`src/rtl/multi_timer.sv`:
```
// rtl/multi_timer.sv - multi-channel programmable interval timer with shared prescaler
// Channels count on the shared TICK; a bus write to CTRL/PRESET pre-empts only the addressed channel.
module multi_timer #(
    parameter int NUM_CH  = 2,
    parameter int CNT_W   = 32,
    parameter int PRESC_W = 16,
    parameter int ADDR_W  = 4
) (
    input  logic              CLK_I,
    input  logic              RST_N_I,
    input  logic [ADDR_W+1:0] ADD_I,
    input  logic              WE_I,
    input  logic [31:0]       DAT_I,
    output logic [31:0]       DAT_O,
    output logic [NUM_CH-1:0] TOUT_O,
    output logic [NUM_CH-1:0] IRQ_VEC_O,
    output logic              IRQ
);

    typedef enum logic [3:0] {
        ST_IDLE   = 4'b0001,
        ST_LOAD   = 4'b0010,
        ST_CNTING = 4'b0100,
        ST_EXPIRE = 4'b1000
    } ch_state_t;

    localparam logic [ADDR_W-1:0] PRESC_WORD = '1;

    logic [ADDR_W-1:0] word;
    logic              unused_bits;

    assign word        = ADD_I[ADDR_W+1:2];
    assign unused_bits = ^{ADD_I[1:0], DAT_I};

    logic [PRESC_W-1:0] presc_q;
    logic [PRESC_W-1:0] presc_cnt_q;
    logic               presc_wr;
    logic               tick;

    assign presc_wr = WE_I && (word == PRESC_WORD);
    assign tick     = (presc_cnt_q == presc_q) && !presc_wr;

    always_ff @(posedge CLK_I or negedge RST_N_I) begin
        if (!RST_N_I) begin
            presc_q     <= '0;
            presc_cnt_q <= '0;
        end else if (presc_wr) begin
            presc_q     <= DAT_I[PRESC_W-1:0];
            presc_cnt_q <= '0;
        end else if (presc_cnt_q == presc_q) begin
            presc_cnt_q <= '0;
        end else begin
            presc_cnt_q <= presc_cnt_q + PRESC_W'(1);
        end
    end

    logic [3:0]       ctrl_v   [NUM_CH];
    logic [CNT_W-1:0] preset_v [NUM_CH];
    logic [CNT_W-1:0] count_v  [NUM_CH];
    logic [NUM_CH-1:0] pend_v;

    for (genvar c = 0; c < NUM_CH; c++) begin : g_ch
        localparam logic [ADDR_W-3:0] CH_IDX = (ADDR_W-2)'(c);

        ch_state_t        state_q, state_d;
        logic [3:0]       ctrl_q, ctrl_d;
        logic [CNT_W-1:0] preset_q, preset_d;
        logic [CNT_W-1:0] count_q, count_d;
        logic             pend_q, pend_d;
        logic             tout_q, tout_d;
        logic             sel, wr_ctrl, wr_preset, wr_status;
        logic             en, periodic, expire_hit;

        assign sel       = (word[ADDR_W-1:2] == CH_IDX);
        assign wr_ctrl   = WE_I && sel && (word[1:0] == 2'd0);
        assign wr_preset = WE_I && sel && (word[1:0] == 2'd1);
        assign wr_status = WE_I && sel && (word[1:0] == 2'd3);
        assign en        = ctrl_q[0];
        // Mode 11 behaves as one-shot, so only 01 and 10 reload.
        assign periodic  = (ctrl_q[2:1] == 2'b01) || (ctrl_q[2:1] == 2'b10);

        always_ff @(posedge CLK_I or negedge RST_N_I) begin
            if (!RST_N_I) begin
                state_q  <= ST_IDLE;
                ctrl_q   <= '0;
                preset_q <= '0;
                count_q  <= '0;
                pend_q   <= 1'b0;
                tout_q   <= 1'b0;
            end else begin
                state_q  <= state_d;
                ctrl_q   <= ctrl_d;
                preset_q <= preset_d;
                count_q  <= count_d;
                pend_q   <= pend_d;
                tout_q   <= tout_d;
            end
        end

        always_comb begin
            state_d    = state_q;
            ctrl_d     = ctrl_q;
            preset_d   = preset_q;
            count_d    = count_q;
            tout_d     = tout_q;
            expire_hit = 1'b0;

            if (wr_ctrl) begin
                ctrl_d  = DAT_I[3:0];
                state_d = ST_IDLE;
            end else if (wr_preset) begin
                preset_d = DAT_I[CNT_W-1:0];
                state_d  = ST_IDLE;
            end else begin
                case (state_q)
                    ST_IDLE: begin
                        if (en) state_d = ST_LOAD;
                    end
                    ST_LOAD: begin
                        if (en) begin
                            count_d = preset_q;
                            if (preset_q == '0) expire_hit = 1'b1;
                            else                state_d    = ST_CNTING;
                        end else begin
                            state_d = ST_IDLE;
                        end
                    end
                    ST_CNTING: begin
                        if (!en) begin
                            state_d = ST_IDLE;
                        end else if (tick) begin
                            count_d = count_q - CNT_W'(1);
                            if (count_q == CNT_W'(1)) expire_hit = 1'b1;
                        end
                    end
                    ST_EXPIRE: begin
                        if (periodic) begin
                            count_d = preset_q;
                            if (preset_q == '0) expire_hit = 1'b1;
                            else                state_d    = ST_CNTING;
                        end
                    end
                    default: state_d = ST_IDLE;
                endcase
            end

            if (expire_hit) begin
                state_d = ST_EXPIRE;
                if (!periodic) ctrl_d[0] = 1'b0;
                if (ctrl_q[2:1] == 2'b10) tout_d = ~tout_q;
            end

            // An expiry in the same cycle as a W1C keeps the pending bit set.
            pend_d = expire_hit | (pend_q & ~(wr_status & DAT_I[0]));
        end

        assign TOUT_O[c]    = tout_q;
        assign IRQ_VEC_O[c] = pend_q & ctrl_q[3];
        assign ctrl_v[c]    = ctrl_q;
        assign preset_v[c]  = preset_q;
        assign count_v[c]   = count_q;
        assign pend_v[c]    = pend_q;
    end

    assign IRQ = |IRQ_VEC_O;

    always_comb begin
        DAT_O = 32'h8000_0000;
        if (word == PRESC_WORD) begin
            DAT_O                = '0;
            DAT_O[PRESC_W-1:0]   = presc_q;
        end
        for (int c = 0; c < NUM_CH; c++) begin
            if (word[ADDR_W-1:2] == (ADDR_W-2)'(c)) begin
                DAT_O = '0;
                case (word[1:0])
                    2'd0:    DAT_O[3:0]       = ctrl_v[c];
                    2'd1:    DAT_O[CNT_W-1:0] = preset_v[c];
                    2'd2:    DAT_O[CNT_W-1:0] = count_v[c];
                    default: DAT_O[0]         = pend_v[c];
                endcase
            end
        end
    end

endmodule
```
`config.mk`:
```
export PLATFORM = sky130hd
export DESIGN_NAME = multi_timer
export DESIGN_NICKNAME = d
export VERILOG_FILES = /design/src/rtl/multi_timer.sv
export SDC_FILE = /design/constraint.sdc
export NUM_CORES = 1
export LEC_CHECK = 0
export CAP_MARGIN = 10
export CORE_MARGIN = 10
export CORE_UTILIZATION = 35
export DETAILED_ROUTE_END_ITERATION = 12
export MAX_ROUTING_LAYER = met4
export PLACE_DENSITY_LB_ADDON = 0.15
export SETUP_SLACK_MARGIN = 0.1
export SYNTH_ARGS = -nofsm -noshare
export SYNTH_HDL_FRONTEND = slang
export SYNTH_SLANG_ARGS = --single-unit
```
`constraint.sdc`:
```
create_clock -name CLK_I -period 3.49 [get_ports CLK_I]
set_input_delay 0.698 -clock CLK_I [delete_from_list [all_inputs] [get_ports CLK_I]]
set_output_delay 0.698 -clock CLK_I [all_outputs]
set_load 0.01 [all_outputs]
```
---- Word-level counts from Yosys, hierarchy flattened ----
Cells that the tools add are included.
word-level totals
  flip-flop bits (word level) ............. 180
  output and inout port bits .............. 37
  word-level logic and storage cells ...... 160
operators by class
  add/subtract/negate cells ............... 3
  eq/ne operators ......................... 34
  multiplexer cells ....................... 63
  bitwise logic cells ..................... 16
  reductions and logical operators ........ 28
operators with widths
  cell                                                  count
  two-way mux 32 bit                                    11
  one-hot mux 32 bit (3 select lines)                   2
  one-hot mux 28 bit (2 select lines)                   2
  equality test 32 x 1 -> 1 bit, second input constant  2
  logical NOT 32 bit                                    2
  two-way mux 4 bit                                     16
  subtractor 32 x 1 -> 32 bit, second input constant    2
  two-way mux 16 bit                                    2
  one-hot mux 4 bit (4 select lines)                    2
  != test 5 bit, second input constant                  6
  two-way mux 1 bit                                     22
  one-hot mux 3 bit (3 select lines)                    2
  adder 16 x 1 -> 16 bit, second input constant         1
  equality test 16 bit                                  1
  != test 2 bit, second input constant                  8
  AND reduction 7 bit                                   2
  equality test 4 bit, second input constant            3
  one-hot mux 1 bit (3 select lines)                    4
  logical AND 1 bit                                     10
  equality test 2 x 1 -> 1 bit, second input constant   4
  equality test 2 bit, second input constant            4
  equality test 4 x 1 -> 1 bit, second input constant   2
  equality test 4 x 2 -> 1 bit, second input constant   2
  equality test 4 x 3 -> 1 bit, second input constant   2
  other kinds (10)                                      30

---- Depth between registers and ports, before layout ----
Gate-level depths: netlist of the first run.
  depth after elaboration ................. 11
  gate-level depth with buffers ........... 10
  mapped depth without buffers ............ 8

---- Least setup slack after synthesis of the first run ----
OpenSTA, ideal clock, no wires.
  path type ............................... input port to output port
  from .................................... input ADD_I[3]
  to ...................................... output DAT_O[15]
  arrival ................................. 2198 ps
  data required time ...................... 2792 ps
  path slack .............................. 594 ps
  cell stages on the path ................. 7
  buffers on the path ..................... 3
  cells stage by stage .................... inv_1 > ha_1 > clkbuf_1 > buf_1 > buf_1 > a22oi_1 > o21ai_0
between the ends
  longest elaborated chain between the ends .. 4
ends and longest elaborated chain
  what                                                                              line      source
  from (decl)                                                                       11        input logic [ADDR_W+1:0] ADD_I,
  equality test 2 bit (tied with other cells)                                       176       case (word[1:0])
  one-hot mux 28 bit (2 select lines) / two-way mux 32 bit (equally long branches)  176, 169
  two-way mux 32 bit                                                                174       if (word[ADDR_W-1:2] == (ADDR_W-2)'(c)) begin
  two-way mux 32 bit (*)                                                            174
  to (decl)                                                                         14        output logic [31:0] DAT_O,
Every way passes the cells marked *; elsewhere a longest branch is shown, timed or not.

---- Worst setup path after layout of the first run ----
  from .................................... input ADD_I[5]
  to ...................................... output DAT_O[18]
between the ends
  longest elaborated chain between the ends .. 3
ends and longest elaborated chain
  what                    line
  logical NOT 2 bit       174
  two-way mux 32 bit      174
  two-way mux 32 bit (*)  174
Marks and branches as above.

==> results_tabular.tex, run 1 <==
\begin{tabular}{lr}
\hline
Metric & Value \\
\hline
\multicolumn{2}{l}{\textbf{Synthesis}} \\
\quad Register bit count reported by yosys & 180 \\
\quad Leading post-synthesis cells by cell area & dfrtp\_1 (43\%), mux2\_2 (8.9\%), a22oi\_1 (4.7\%) \\
\quad Cell variety after synth & 66 \\
\quad Per-instance average area after synthesis & 9.30 sq um \\
\quad Cells after Synth & 1119 \\
\quad Proportion of synthesized chip area in sequential cells & 43.3\% \\
\quad Post-Synthesis Net Count & 1172 \\
\quad Netlist area before placement & 10400 sq um \\
\quad Area share of the largest cell type after synthesis & 42.8\% \\
\quad Yosys warning count & 0 \\
\quad Number of enable-type register cells in the synthesized netlist & 0 \\
\quad Share of async-settable or async-resettable flops after synthesis & 100\% \\
\quad Most used flip-flop cell after synthesis & dfrtp\_1 \\
\quad Cell type with the highest aggregate area in the netlist & dfrtp\_1 \\
\multicolumn{2}{l}{\textbf{STA}} \\
\quad Final count of pins violating max slew & 0 \\
\quad Worst Hold Slack & 0.251 ns \\
\quad Max Clock Freq & 315 MHz \\
\quad Final hold violations & 0 \\
\quad Layout Skew & 0.0167 ns \\
\quad Shortest clock period the worst path allows after layout & 3.18 ns \\
\quad Relative max-transition margin & 49.8\% \\
\quad Setup repair after global routing missed its margin & no \\
\quad Final Worst Setup Slack & 0.311 ns \\
\quad Worst Tran Pin Value & 0.746 ns \\
\quad Number of failing setup endpoints in the final timing report & 0 \\
\quad Final period util & 91.1\% \\
\multicolumn{2}{l}{\textbf{Placement}} \\
\quad Dpl ws & -0.176 ns \\
\quad Inst Count DP & 1581 \\
\quad DP HPWL & 26300 um \\
\quad IO buf count & 75 \\
\quad GP Congestion & 0.914 \\
\multicolumn{2}{l}{\textbf{Routing}} \\
\quad Number of detailed-routing iterations run before antenna repair & 5 \\
\quad Per-cell routed wire length & 22.3 um \\
\quad Remaining number of nets flagged by the antenna check after routing & 0 \\
\quad Routed vias/inst & 5.89 \\
\quad Count of unresolved DRC violations after routing & 0 \\
\quad Iter 0 DRT Violations & 766 \\
\quad Via total after detailed routing & 9506 \\
\quad Wirelength, routed & 36000 um \\
\multicolumn{2}{l}{\textbf{Global routing}} \\
\quad Global-route total usage across every layer & 20.0\% \\
\quad Number of global-route vias before repair & 9262 \\
\quad GRT overflow & 0 \\
\quad Wire length of the first global-routing pass & 55800 um \\
\quad Largest net degree at the start of global routing & 77 \\
\quad Number of antenna violations at the first check in global routing & 0 \\
\multicolumn{2}{l}{\textbf{Clocking}} \\
\quad Clock transition at the registers of the reported paths & 0.08 ns \\
\quad Count of buffers added by post-CTS timing repair for setup & 0 \\
\quad Root Buffer Master & clkbuf\_16 \\
\quad Deepest level of the CTS H-tree & 4 \\
\quad TritonCTS buffer count & 17 \\
\quad Maximum buffer depth of the clock tree & 2 \\
\quad Clock tree from TritonCTS & yes \\
\quad Worst-Skew Late Latency & 0.45 ns \\
\quad TritonCTS Sinks & 180 \\
\multicolumn{2}{l}{\textbf{Critical path}} \\
\quad Maximum fanout count along the critical path & 14 \\
\quad Critical R2R Launch & g\_ch[1].count\_q[15] \\
\quad Worst R2R Path Depth & 6 \\
\quad Worst reg2reg endpoint & g\_ch[1].count\_q[27] \\
\quad Arrival time of data at the critical path endpoint & 2.48 ns \\
\quad Type of the worst setup path & in -> out \\
\quad Startpoint Class & primary input \\
\quad CP Capture Type & primary output \\
\quad Required time of the critical path & 2.79 ns \\
\quad Worst-case register-to-register setup slack & 0.66 ns \\
\multicolumn{2}{l}{\textbf{Floorplanning}} \\
\quad Die area & 37000 sq um \\
\quad Die height & 192 um \\
\quad Num ports & 78 \\
\quad Initial cell density of the core & 35.3\% \\
\quad DIE WIDTH & 192 um \\
\quad Site row count & 63 \\
\quad Floorplan core area & 29500 sq um \\
\multicolumn{2}{l}{\textbf{Finish}} \\
\quad Utilization after layout & 43.1\% \\
\quad Antenna cell count & 0 \\
\quad Final Non-Filler Cells & 1613 \\
\quad Nets@finish & 1263 \\
\quad Area Overhead vs Synth & 22.0\% \\
\quad Fraction of layout instances using a drive strength above 1 & 18.3\% \\
\quad Number of filler cells placed in the layout & 2936 \\
\multicolumn{2}{l}{\textbf{Flow run}} \\
\quad Number of max-capacitance violations reported & 0 \\
\multicolumn{2}{l}{\textbf{Min path}} \\
\quad Worst min-delay path category & in -> async \\
\multicolumn{2}{l}{\textbf{Outcome}} \\
\quad Status & finished clean \\
\multicolumn{2}{l}{\textbf{Power}} \\
\quad Relative contribution of sequential cells to total power & 44.3\% \\
\quad Net switching power & 3.38 mW \\
\quad Relative contribution of combinational cells to total power & 32.1\% \\
\quad Internal power summed over all cells & 5.00 mW \\
\quad Share of power burned in the clock network & 23.7\% \\
\quad Peak supply drop & 0.372 mV \\
\quad Total Power & 8.37 mW \\
\quad Cell leakage power & 5.17 nW \\
\quad Switch share & 40.3\% \\
\quad Pwr dens & 659 nW/um\^{}2 \\
\hline
\end{tabular}
[cells by family after synthesis]
group,Yosys count,share of synthesized area (%)
buf+inv,101,3.86
compound gates,343,21.1
flops,180,43.3
fa+ha+maj,12,1.44
simple gates,361,18.0
xor+xnor,34,2.86
mux,88,9.47
[synthesized netlist by cell type (25+ instances only)]
master / number
clkbuf_1: 70
o21ai_0: 83
a21oi_1: 73
nor4_1: 54
xor2_1: 25
nor2_1: 92
nand2_1: 65
nand3_1: 31
a22oi_1: 65
o22ai_1: 39
mux2_2: 82
dfrtp_1: 178
[per-layer routing]
layer | GRT usage, % | wire length [um] | share of wire (%)
met4 | 6.29 | 880 | 2.4
met3 | 2.53 | 1660 | 4.6
met2 | 29.4 | 16000 | 44
met5 | - | 0 | 0
met1 | 28.1 | 17500 | 48
[sequential cells by signal, summed over array words and instances (netlist names)]
name           cells
g_ch.tout_q        2
g_ch.ctrl_q        8
presc_q           16
g_ch.pend_q        2
g_ch.count_q      64
presc_cnt_q       16
g_ch.preset_q     64
g_ch.state_q       8
[area by class of cell]
| cell class | instances | area [sq um] | share of cell area (%) |
|---|---|---|---|
| repair buffers | 155 | 1490 | 11.7 |
| inverters | 18 | 67.6 | 0.532 |
| clock buffers | 18 | 439 | 3.46 |
| well taps | 390 | 488 | 3.84 |
| flip-flops and latches | 180 | 4510 | 35.5 |
| clock inverters | 14 | 145 | 1.14 |
| multi-input cells | 838 | 5570 | 43.8 |
[how the worst max path moves through the flow]
stage	start	end	slack, ns	depth (start not counted)
5_1_grt	ADD_I[5]	DAT_O[2]	0.22	7
3_3_place_gp	ADD_I[2]	DAT_O[5]	-0.19	8
3_5_place_dp	ADD_I[2]	DAT_O[5]	-0.18	8
2_1_floorplan	ADD_I[3]	DAT_O[15]	0.59	7
6_report	ADD_I[5]	DAT_O[18]	0.31	7
4_1_cts	ADD_I[2]	DAT_O[10]	-0.05	9
[layout by cell type, fill, tap and decap left out, types with 17 or more instances in the layout]
cell type,instances
dlygate4sd2_1,31
dfrtp_1,178
nor3_1,23
mux2_2,82
clkdlybuf4s50_1,40
inv_1,17
nand3_1,31
o21ai_0,81
a22oi_1,64
nand4_1,17
buf_4,67
xor2_1,25
nor4_1,54
nand2_1,65
nor2_1,87
o22ai_1,39
a21oi_1,73
clkbuf_16,17
[worst max-delay path, cell delays in order]
cell and delay [ns]:
clkdlybuf4s50_1 0.53, nor2_1 0.18, nand2_1 0.13, buf_12 0.17
buf_4 0.18, o22ai_1 0.27, dlygate4sd2_1 0.31
[what timing repair did]
item                       4_1_cts  5_1_grt
gates resized for setup         39        6
setup endpoints to repair       32       29
hold buffers                     0        0
pin swaps                        2        1
[power groups by stage]
stage	registers, mW	clock network (mW)	logic (mW)
final	3.71	1.98	2.68
after global routing	3.81	2.10	3.00
after CTS	3.68	2.02	2.68
after detailed placement	3.72	0	2.68
after global placement	3.71	0	2.64
after floorplan	3.25	0	1.99
[through the flow]
step / setup TNS [ns] / area (sq um)
floorplan: 0 / 10400
global placement: -3.72 / 12100
detailed placement: -2.74 / 12100
CTS: -0.0531 / 12700
global route: 0 / 12700
finish: 0 / 12700
Power figures use the tool's default switching activity.
==> inputs of run 2 (changes only) <==
==> constraint.sdc (replaced) <==
create_clock -name CLK_I -period 3.6 [get_ports CLK_I]
set_input_delay 0.72 -clock CLK_I [delete_from_list [all_inputs] [get_ports CLK_I]]
set_output_delay 0.72 -clock CLK_I [all_outputs]
set_load 0.01 [all_outputs]
==> results_tabular.tex, run 2 (same netlist as run 1, synthesis figures left out) <==
\begin{tabular}{lr}
\hline
Metric & Value \\
\hline
\multicolumn{2}{l}{\textbf{Clocking}} \\
\quad Worst-Skew Late Latency & 0.43 ns \\
\quad Maximum buffer depth of the clock tree & 2 \\
\quad Deepest level of the CTS H-tree & 4 \\
\quad Clock transition at the registers of the reported paths & 0.07 ns \\
\quad Clock tree from TritonCTS & yes \\
\quad Hold\_buf cts & 0 \\
\quad Root Buffer Master & clkbuf\_16 \\
\quad TritonCTS Sinks & 180 \\
\quad TritonCTS buffer count & 17 \\
\multicolumn{2}{l}{\textbf{Critical path}} \\
\quad Type of the worst setup path & in -> out \\
\quad Cells along the critical path & clkdlybuf4s50\_1 > inv\_1 > ha\_4 > buf\_12 > a222oi\_1 > o21ai\_1 > a22o\_1 > dlygate4sd2\_1 \\
\quad Maximum fanout count along the critical path & 21 \\
\quad Delay contributed by the slowest stage of the critical path & 0.49 ns \\
\quad CP Capture Type & primary output \\
\quad Critical-path cell with the highest stage delay & clkdlybuf4s50\_1 \\
\quad Startpoint Class & primary input \\
\quad Required time of the critical path & 2.88 ns \\
\quad Arrival time of data at the critical path endpoint & 2.70 ns \\
\multicolumn{2}{l}{\textbf{STA}} \\
\quad Shortest clock period the worst path allows after layout & 3.42 ns \\
\quad Setup repair after global routing missed its margin & no \\
\quad Worst Tran Pin Value & 0.737 ns \\
\quad Layout Skew & 0.0199 ns \\
\quad Final Worst Setup Slack & 0.182 ns \\
\quad Final hold violations & 0 \\
\quad Number of failing setup endpoints in the final timing report & 0 \\
\quad Max Clock Freq & 293 MHz \\
\quad Final period util & 94.9\% \\
\quad Final count of pins violating max slew & 0 \\
\quad Relative max-transition margin & 50.1\% \\
\multicolumn{2}{l}{\textbf{Finish}} \\
\quad Final Non-Filler Cells & 1606 \\
\quad Area Overhead vs Synth & 21.5\% \\
\quad Nets@finish & 1255 \\
\quad Fraction of layout instances using a drive strength above 1 & 17.7\% \\
\quad Commonest non-fill, non-tap cell in the layout & dfrtp\_1 \\
\quad Top flop regs & g\_ch.count\_q: 64 flops, g\_ch.preset\_q: 64 flops \\
\quad Number of filler cells placed in the layout & 2913 \\
\quad Final Instance Area & 12700 sq um \\
\quad Top library cells by usage in the layout, fill and taps aside & dfrtp\_1 (178), nor2\_1 (90), mux2\_2 (82), o21ai\_0 (81), a21oi\_1 (73) \\
\quad Utilization after layout & 42.9\% \\
\multicolumn{2}{l}{\textbf{Routing}} \\
\quad Via total after detailed routing & 9533 \\
\quad Wirelength, routed & 35600 um \\
\quad Number of detailed-routing iterations run before antenna repair & 5 \\
\quad Routed vias/inst & 5.94 \\
\quad Per-cell routed wire length & 22.1 um \\
\quad Remaining number of nets flagged by the antenna check after routing & 0 \\
\quad Count of unresolved DRC violations after routing & 0 \\
\quad Iter 0 DRT Violations & 1009 \\
\multicolumn{2}{l}{\textbf{Outcome}} \\
\quad Status & finished clean \\
\multicolumn{2}{l}{\textbf{Power}} \\
\quad Peak supply drop & 0.418 mV \\
\quad Cell leakage power & 5.18 nW \\
\quad Total Power & 8.06 mW \\
\quad Pwr dens & 637 nW/um\^{}2 \\
\multicolumn{2}{l}{\textbf{Global routing}} \\
\quad Global-route total usage across every layer & 19.8\% \\
\quad Number of global-route vias before repair & 9233 \\
\quad GRT overflow & 0 \\
\quad Number of antenna violations at the first check in global routing & 1 \\
\quad Largest net degree at the start of global routing & 82 \\
\quad Wire length of the first global-routing pass & 55300 um \\
\multicolumn{2}{l}{\textbf{Floorplanning}} \\
\quad Die area & 37000 sq um \\
\quad DIE WIDTH & 192 um \\
\quad Site row count & 63 \\
\quad Num ports & 78 \\
\quad Floorplan core area & 29500 sq um \\
\quad Initial cell density of the core & 35.3\% \\
\quad Die height & 192 um \\
\multicolumn{2}{l}{\textbf{Placement}} \\
\quad IO buf count & 75 \\
\quad DP HPWL & 26100 um \\
\quad Post-placement cell area & 12000 sq um \\
\quad GP Congestion & 0.902 \\
\quad Dpl ws & -0.146 ns \\
\quad Inst Count DP & 1573 \\
\multicolumn{2}{l}{\textbf{Min path}} \\
\quad Worst min-delay path category & in -> async \\
\multicolumn{2}{l}{\textbf{Flow run}} \\
\quad Number of max-capacitance violations reported & 0 \\
\hline
\end{tabular}
==> run 2: changes by cell type in the layout (fill, tap and decap cells not counted), moves of 2 or more <==
cell	delta
dlygate4sd2_1	-5
nor2_1	+3
buf_4	-7
clkinv_8	+2
nor2_2	-3
dlymetal6s2s_1	+2
clkinvlp_4	-3
==> run 2: report_power, final <==
part	total (mW)	internal [mW]	leakage, nW	switching [mW]
Combinational	2.59	1.20	2.64	1.38
Clock	1.88	0.942	0.281	0.935
Sequential	3.59	2.64	2.26	0.957
==> run 2: layer usage <==
metal / up-vias / track usage [%] / wire (um) / part of all wire [%]
met2: 357 / 29.4 / 16100 / 45
met5: - / - / 0 / 0
met3: 46 / 3.29 / 1950 / 5.5
li1: 4414 / - / - / -
met4: 0 / 5.58 / 832 / 2.3
met1: 4716 / 27.2 / 16600 / 47
==> run 2: path summary, 6_finish.rpt <==
kind / startpoint / end / cells after the start / slack [ns]
max: ADD_I[3] / DAT_O[0] / 8 / 0.18
min: RST_N_I / g_ch[0].tout_q / 1 / 0.30
max reg2reg: g_ch[1].count_q[12] / g_ch[1].count_q[27] / 6 / 0.64
min reg2reg: g_ch[1].tout_q / g_ch[1].tout_q / 1 / 0.48
max in group asynchronous: RST_N_I / g_ch[1].count_q[31] / 2 / 2.44
min in group CLK_I: g_ch[1].tout_q / g_ch[1].tout_q / 1 / 0.48
==> run 2: worst max-delay path: cells and delay by family <==
family / cells / cell delay (ns)
adders and majority gates: 1 / 0.19
buffers and inverters: 4 / 1.03
AOI/OAI and AO/OA: 3 / 0.74
==> run 2: layout make-up <==
cell class,instances,area (sq um),share of cell area (%)
Multi-Input combinational cell,838,5580,44.1
Sequential cell,180,4510,35.6
Timing Repair Buffer,147,1430,11.3
Tap cell,390,488,3.86
Clock buffer,18,439,3.47
Clock inverter,14,141,1.12
Inverter,18,67.6,0.534
Antenna cell,1,2.50,0.0198
==> run 2: per-stage QoR <==
stage / hold slack (ns) / setup TNS, ns
6_report: 0.301 / 0
5_1_grt: 0.363 / 0
4_1_cts: 0.358 / -0.0839
3_5_place_dp: 0.477 / -1.22
3_3_place_gp: 0.466 / -1.97
2_1_floorplan: 0.424 / 0
==> run 2: what timing repair did <==
item	4_1_cts	5_1_grt
gates resized for setup	33	12
setup buffers	0	0
setup endpoints to repair	32	13
pin swaps	2	1
==> inputs of run 3 (changes only) <==
--- a/config.mk
+++ b/config.mk
@@ -5,7 +5,6 @@
 export SDC_FILE = /design/constraint.sdc
 export NUM_CORES = 1
 export LEC_CHECK = 0
-export CAP_MARGIN = 10
 export CORE_MARGIN = 10
 export CORE_UTILIZATION = 35
 export DETAILED_ROUTE_END_ITERATION = 12
==> results of run 3 <==
Same layout as run 2: the final DEF is identical, and so are final timing and power.
